File: src/rtl/rv32_lsu_wb_bridge_pkg.sv
// Shared types and helpers for the rv32 load/store to Wishbone bridge.
package rv_lsu_pkg;

    typedef enum logic [1:0] {
        IDLE = 2'd0,
        REQ  = 2'd1,
        DONE = 2'd2
    } lsu_state_e;

    localparam logic [2:0] OP_B  = 3'b000;
    localparam logic [2:0] OP_H  = 3'b001;
    localparam logic [2:0] OP_W  = 3'b010;
    localparam logic [2:0] OP_BU = 3'b100;
    localparam logic [2:0] OP_HU = 3'b101;

    // Natural alignment only; unsigned loads have no store counterpart.
    function automatic logic legal_access(input logic [2:0] op,
                                          input logic [1:0] addr_lo,
                                          input logic       we);
        logic ok;
        case (op)
            OP_B:    ok = 1'b1;
            OP_H:    ok = ~addr_lo[0];
            OP_W:    ok = (addr_lo == 2'b00);
            OP_BU:   ok = ~we;
            OP_HU:   ok = ~we & ~addr_lo[0];
            default: ok = 1'b0;
        endcase
        return ok;
    endfunction

endpackage

File: src/rtl/rv32_lsu_wb_bridge_lane_align.sv
// Byte-lane steering: store replication, byte enables and load extraction/extension.
module lsu_lane_align
    import rv_lsu_pkg::*;
#(
    parameter  int DATA_WIDTH = 32,
    localparam int SEL_WIDTH  = DATA_WIDTH / 8,
    localparam int IDX_WIDTH  = $clog2(SEL_WIDTH)
) (
    input  logic [2:0]            op_i,
    input  logic [IDX_WIDTH-1:0]  idx_i,
    input  logic [31:0]           wdata_i,
    input  logic [DATA_WIDTH-1:0] rdata_i,
    output logic [SEL_WIDTH-1:0]  sel_o,
    output logic [DATA_WIDTH-1:0] dat_o,
    output logic [31:0]           load_o
);

    logic [DATA_WIDTH-1:0] lane_s;

    assign lane_s = rdata_i >> {idx_i, 3'b000};

    // Byte enables and replicated store data from the access size.
    always_comb begin
        sel_o = '0;
        dat_o = '0;
        case (op_i[1:0])
            2'b00: begin
                sel_o = SEL_WIDTH'(4'h1) << idx_i;
                dat_o = {SEL_WIDTH{wdata_i[7:0]}};
            end
            2'b01: begin
                sel_o = SEL_WIDTH'(4'h3) << idx_i;
                dat_o = {(DATA_WIDTH / 16){wdata_i[15:0]}};
            end
            2'b10: begin
                sel_o = SEL_WIDTH'(4'hF) << idx_i;
                dat_o = {(DATA_WIDTH / 32){wdata_i}};
            end
            default: begin
                sel_o = '0;
                dat_o = '0;
            end
        endcase
    end

    // Load result taken from the addressed lane and extended to 32 bits.
    always_comb begin
        load_o = 32'd0;
        case (op_i)
            OP_B:    load_o = {{24{lane_s[7]}}, lane_s[7:0]};
            OP_H:    load_o = {{16{lane_s[15]}}, lane_s[15:0]};
            OP_W:    load_o = lane_s[31:0];
            OP_BU:   load_o = {24'd0, lane_s[7:0]};
            OP_HU:   load_o = {16'd0, lane_s[15:0]};
            default: load_o = 32'd0;
        endcase
    end

endmodule

File: src/rtl/rv32_lsu_wb_bridge.sv
// MEM-stage load/store bridge to a Wishbone classic master, with pipeline stall,
// alignment checking, bus-error capture and a REQ-phase timeout.
module rv32_lsu_wb_bridge
    import rv_lsu_pkg::*;
#(
    parameter  int ADDR_WIDTH     = 32,
    parameter  int DATA_WIDTH     = 32,
    parameter  int TIMEOUT_CYCLES = 255,
    localparam int SEL_WIDTH      = DATA_WIDTH / 8
) (
    input  logic                  clk,
    input  logic                  reset_n,
    input  logic [31:0]           mem_addr_mem,
    input  logic [31:0]           mem_wdata_mem,
    input  logic                  mem_write_mem,
    input  logic                  mem_read_mem,
    input  logic [2:0]            mem_op_mem,
    output logic [31:0]           mem_rdata_mem,
    output logic                  stall_pipl,
    output logic                  wb_cyc_o,
    output logic                  wb_stb_o,
    output logic                  wb_we_o,
    output logic [ADDR_WIDTH-1:0] wb_adr_o,
    output logic [DATA_WIDTH-1:0] wb_dat_o,
    output logic [SEL_WIDTH-1:0]  wb_sel_o,
    input  logic [DATA_WIDTH-1:0] wb_dat_i,
    input  logic                  wb_ack_i,
    input  logic                  wb_err_i,
    output logic                  addr_err,
    output logic                  bus_err,
    output logic                  timeout_err
);

    localparam int IDX_WIDTH = $clog2(SEL_WIDTH);
    localparam int CNT_WIDTH = (TIMEOUT_CYCLES > 1) ? $clog2(TIMEOUT_CYCLES) : 1;
    localparam logic [CNT_WIDTH-1:0] CNT_LAST = CNT_WIDTH'(TIMEOUT_CYCLES - 1);
    localparam bit TO_EN = (TIMEOUT_CYCLES != 0);

    lsu_state_e            state_q, state_d;
    logic [ADDR_WIDTH-1:0] addr_q;
    logic [31:0]           wdata_q;
    logic [2:0]            op_q;
    logic                  we_q;
    logic [CNT_WIDTH-1:0]  cnt_q, cnt_d;
    logic [31:0]           rdata_q, rdata_d;
    logic                  bus_err_q, bus_err_d;
    logic                  timeout_err_q, timeout_err_d;

    logic                  req_s, legal_s, latch_s, stall_s, addr_err_s, in_req_s;
    logic [SEL_WIDTH-1:0]  sel_s;
    logic [DATA_WIDTH-1:0] dat_s;
    logic [31:0]           load_s;

    assign req_s   = mem_read_mem | mem_write_mem;
    assign legal_s = legal_access(mem_op_mem, mem_addr_mem[1:0], mem_write_mem);

    lsu_lane_align #(
        .DATA_WIDTH (DATA_WIDTH)
    ) u_align (
        .op_i    (op_q),
        .idx_i   (addr_q[IDX_WIDTH-1:0]),
        .wdata_i (wdata_q),
        .rdata_i (wb_dat_i),
        .sel_o   (sel_s),
        .dat_o   (dat_s),
        .load_o  (load_s)
    );

    // Next-state, stall and error decisions; a bus error beats a same-cycle ack.
    always_comb begin
        state_d       = state_q;
        cnt_d         = cnt_q;
        rdata_d       = rdata_q;
        bus_err_d     = 1'b0;
        timeout_err_d = 1'b0;
        latch_s       = 1'b0;
        stall_s       = 1'b0;
        addr_err_s    = 1'b0;
        case (state_q)
            IDLE: begin
                if (req_s && legal_s) begin
                    stall_s = 1'b1;
                    latch_s = 1'b1;
                    state_d = REQ;
                end else if (req_s) begin
                    addr_err_s = 1'b1;
                end else begin
                    stall_s = 1'b0;
                end
            end
            REQ: begin
                stall_s = 1'b1;
                if (wb_err_i) begin
                    bus_err_d = 1'b1;
                    rdata_d   = 32'd0;
                    state_d   = DONE;
                end else if (wb_ack_i) begin
                    rdata_d = load_s;
                    state_d = DONE;
                end else if (TO_EN && (cnt_q == CNT_LAST)) begin
                    timeout_err_d = 1'b1;
                    rdata_d       = 32'd0;
                    state_d       = DONE;
                end else begin
                    cnt_d = cnt_q + CNT_WIDTH'(1'b1);
                end
            end
            DONE: begin
                cnt_d   = '0;
                state_d = IDLE;
            end
            default: begin
                state_d = IDLE;
            end
        endcase
    end

    // State, counter, result and latched request registers.
    always_ff @(posedge clk or negedge reset_n) begin
        if (!reset_n) begin
            state_q       <= IDLE;
            cnt_q         <= '0;
            rdata_q       <= 32'd0;
            bus_err_q     <= 1'b0;
            timeout_err_q <= 1'b0;
            addr_q        <= '0;
            wdata_q       <= 32'd0;
            op_q          <= 3'd0;
            we_q          <= 1'b0;
        end else begin
            state_q       <= state_d;
            cnt_q         <= cnt_d;
            rdata_q       <= rdata_d;
            bus_err_q     <= bus_err_d;
            timeout_err_q <= timeout_err_d;
            if (latch_s) begin
                addr_q  <= mem_addr_mem[ADDR_WIDTH-1:0];
                wdata_q <= mem_wdata_mem;
                op_q    <= mem_op_mem;
                we_q    <= mem_write_mem;
            end
        end
    end

    assign in_req_s = (state_q == REQ);

    assign wb_cyc_o      = in_req_s;
    assign wb_stb_o      = in_req_s;
    assign wb_we_o       = in_req_s & we_q;
    assign wb_adr_o      = {addr_q[ADDR_WIDTH-1:IDX_WIDTH], {IDX_WIDTH{1'b0}}};
    assign wb_sel_o      = in_req_s ? sel_s : '0;
    assign wb_dat_o      = dat_s;
    // Combinational stall/addr_err are forced low while reset is held.
    assign stall_pipl    = reset_n & stall_s;
    assign addr_err      = reset_n & addr_err_s;
    assign mem_rdata_mem = addr_err_s ? 32'd0 : rdata_q;
    assign bus_err       = bus_err_q;
    assign timeout_err   = timeout_err_q;

endmodule

File: config.mk
export PLATFORM = sky130hd
export DESIGN_NAME = rv32_lsu_wb_bridge
export DESIGN_NICKNAME = d
export VERILOG_FILES = /design/src/rtl/rv32_lsu_wb_bridge_pkg.sv /design/src/rtl/rv32_lsu_wb_bridge_lane_align.sv /design/src/rtl/rv32_lsu_wb_bridge.sv
export SDC_FILE = /design/constraint.sdc
export NUM_CORES = 1
export LEC_CHECK = 0
export ABC_CLOCK_PERIOD_IN_PS = 4870
export CAP_MARGIN = 20
export CORE_UTILIZATION = 35
export CTS_BUF_LIST = sky130_fd_sc_hd__clkbuf_4 sky130_fd_sc_hd__clkbuf_8
export DETAILED_ROUTE_END_ITERATION = 6
export PLACE_DENSITY = 0.64
export SLEW_MARGIN = 40
export SYNTH_ARGS = -nofsm -noshare
export SYNTH_HDL_FRONTEND = slang
export SYNTH_SLANG_ARGS = --single-unit
File: constraint.sdc
create_clock -name clk -period 4.87 [get_ports clk]
set_input_delay 1.461 -clock clk [delete_from_list [all_inputs] [get_ports clk]]
set_output_delay 1.461 -clock clk [all_outputs]
set_load 0.01 [all_outputs]
==> impl_metrics.json <==
{
  "vias_per_cell": 5.09,
  "finalSetupViolations": 0,
  "outcome": "finished clean",
  "fin_util_pct": 49.5,
  "p_leak_nw": 3.61,
  "synthArstFlopShare_pct": 100,
  "syn_inst": 527,
  "crit_slowest_cell": "a2111o_2",
  "crit_buf_inv": 3,
  "yosys-top-cells-area": "dfrtp_1 (48%), mux2_2 (13%), nor2b_1 (4.7%)",
  "maxSlewHeadroom_pct": 51.0,
  "cp-start-kind": "input pin",
  "drc": 0,
  "power_switching_w": 0.00126,
  "p_sw_share_pct": 34.2,
  "p_int_w": 0.00243,
  "synth-seq-area-share_pct": 47.6,
  "synth_edf_count": 0,
  "syn_area_mm2": 0.00589,
  "required_ns": 3.41,
  "place_ws_ns": -0.438,
  "core_mm2": 0.0165,
  "period_minus_slack_ns": 4.81,
  "regArea_mm2": 0.00280,
  "die-height_um": 132,
  "setup_slack_ns": 0.0623,
  "crit_chain": "clkdlybuf4s50_1, buf_4, a221o_1, a2111o_2, nor2b_2, nor3b_2, buf_2",
  "yosysWarnings": 0,
  "peakVddDrop_uv": 248,
  "critPathKind": "input pin to primary output",
  "multiInputGateArea_mm2": 0.00266,
  "report.final.slew_viol_count": 0,
  "wl_met3_um": 1250,
  "n_antenna_cell": 0,
  "ctsHoldBuffers": 0,
  "synth_top_cell_area_share_pct": 47.6,
  "cts-root-buf": "clkbuf_8",
  "setup-tns-final_ns": 0,
  "overflow": 0,
  "cts_made_buffers": 9,
  "insertion_delay_ns": 0.40,
  "grt_pass1_wl_um": 25700,
  "io_pins": 212,
  "power_frac_clock_pct": 17.9,
  "layout.nets": 807,
  "grt_max_degree": 70,
  "wl_met2_um": 7700,
  "die_w_um": 132,
  "n_fill_cell": 1509,
  "rows": 47,
  "crit_arrival_ns": 3.35,
  "gp_congestion": 0.832,
  "syn_to_final_growth_pct": 38.8,
  "p_per_area_mw_per_mm2": 452,
  "antenna_found_initial": 1,
  "drt_iter0_drc": 160,
  "clock_sinks": 112,
  "synth_common_cells": "dfrtp_1 (112), mux2_2 (68), nor2b_1 (44), buf_4 (33), a21oi_1 (31)",
  "drt-met1-wl_um": 6680,
  "drive_gt1_share_pct": 15.8,
  "drv_cap": 0,
  "p_comb_share_pct": 45.6,
  "cp_top_family": "compound AO/OA/AOI/OAI gates",
  "top_layer": "met5",
  "fin_crit_sh_pct": 98.7,
  "ys_ff_latch": 112,
  "drt_wl_total_um": 16100,
  "cts.path.max_buffers": 2,
  "skew_ns": 0.00949,
  "portBuffers": 209,
  "seq_power_share_pct": 36.5,
  "cp_slowest_stage_delay_ns": 0.48,
  "max_freq_mhz": 208,
  "synth_area_leader_cell": "dfrtp_1",
  "hp-class": "register to register",
  "hpwl_um": 11900,
  "grt_pass1_vias": 4770,
  "rsz0062_at_grt": "no",
  "groute.usage.overall_pct": 19.0,
  "hold_violations": 0,
  "start_util_pct": 35.6,
  "wl_per_cell_um": 17.5,
  "die-area_mm2": 0.0173,
  "ys_types": 46,
  "cts_tree": "built",
  "vias": 4691,
  "synth_most_common_cell": "dfrtp_1",
  "yosys_most_used_dff": "dfrtp_1",
  "endpoint_kind": "primary output",
  "first_pass_iters": 6,
  "path_clk_slew_ns": 0.10,
  "avgSynthCellArea_um2": 11.2,
  "htree_num_levels": 3,
  "crit_fanout": 2,
  "tightest_slew_ns": 0.735,
  "antenna_left": 0
}
-- cells by family after synthesis --
group,after synthesis,synth area share (%)
compound gates,109,13.5
mux,87,16.4
buf+inv,72,7.76
other cells,1,0.0637
simple gates,139,13.2
flops,112,47.6
xor+xnor,1,0.149
fa+ha+maj,6,1.27
-- flip-flops by register name, indices dropped and copies added, names as in the netlist --
name / cells
bus_err: 1
timeout_err: 1
op_q: 3
addr_q: 32
cnt_q: 8
state_q: 2
wdata_q: 32
we_q: 1
rdata_q: 32
-- layout by cell type (no fill, tap or decap), types with 4 or more instances in the layout --
| cell | synthesis | final |
|---|---|---|
| clkdlybuf4s50_1 | 0 | 173 |
| dfrtp_1 | 112 | 112 |
| mux2_2 | 68 | 68 |
| nor2b_1 | 44 | 43 |
| dlygate4sd2_1 | 0 | 34 |
| a21oi_1 | 31 | 31 |
| nand2_1 | 29 | 28 |
| nor2_1 | 18 | 18 |
| mux2i_1 | 18 | 18 |
| a211o_1 | 15 | 15 |
| buf_4 | 33 | 14 |
| o21ai_0 | 14 | 13 |
| and2_1 | 11 | 11 |
| clkbuf_8 | 0 | 11 |
| a22o_1 | 9 | 9 |
| a221o_1 | 9 | 9 |
| o2bb2ai_1 | 9 | 9 |
| a22oi_1 | 8 | 8 |
| nand3b_1 | 7 | 7 |
| a32o_1 | 7 | 7 |
| ha_1 | 6 | 6 |
| nand2b_1 | 5 | 5 |
| inv_1 | 4 | 4 |
| nor3_1 | 4 | 4 |
| nand3_1 | 4 | 4 |
| or3_1 | 4 | 4 |
-- final cells by class --
cell class                      instances  share of cell area, %
Sequential cell                       112                   34.3
Inverter                                4                  0.184
Clock buffer                           11                   1.85
Timing Repair Buffer                  225                   26.7
Clock inverter                          5                   1.07
Multi-Input combinational cell        344                   32.5
Tap cell                              220                   3.37
-- power by group through the flow --
stage	sequential (W)	combinational [W]	clock, W
5_1_grt	0.00138	0.00182	0.000714
2_1_floorplan	0.00130	0.00103	0
3_5_place_dp	0.00137	0.00172	0
4_1_cts	0.00135	0.00170	0.000685
3_3_place_gp	0.00135	0.00170	0
6_report	0.00135	0.00169	0.000660
-- final timing paths --
path                                 startpoint  cells past startpoint  slack (ns)     endpoint
min in group asynchronous               reset_n                      1        0.92  rdata_q[25]
max in group asynchronous               reset_n                      2        3.11  wdata_q[26]
worst max register to register          op_q[0]                      7        2.68  rdata_q[26]
worst min-delay path                rdata_q[18]                      1        0.49  rdata_q[18]
worst max-delay path            mem_addr_mem[0]                      7        0.06   stall_pipl
worst min register to register      rdata_q[18]                      1        0.49  rdata_q[18]
-- metal layers --
metal,vias up,global-route usage [%]
li1,2189,-
met1,2284,23.9
met2,184,29.7
met3,32,5.36
met4,2,9.69
met5,-,0
-- stage by stage --
stage / power, W / hold WS [ns] / area [um^2] / cells
floorplan: 0.00234 / 0.449 / 5890 / 528
global placement: 0.00305 / 0.463 / 7950 / 904
CTS: 0.00374 / 0.498 / 8150 / 920
finish: 0.00370 / 0.493 / 8170 / 921
detailed placement: 0.00309 / 0.470 / 7950 / 904
global route: 0.00391 / 0.504 / 8170 / 921
-- what timing repair did --
action / CTS / global route
gates resized for setup: 39 / 2
pin swaps: 0 / 3
setup endpoints to repair: 34 / 1
setup buffers: 0 / 1
(Power assumes the default switching activity.)
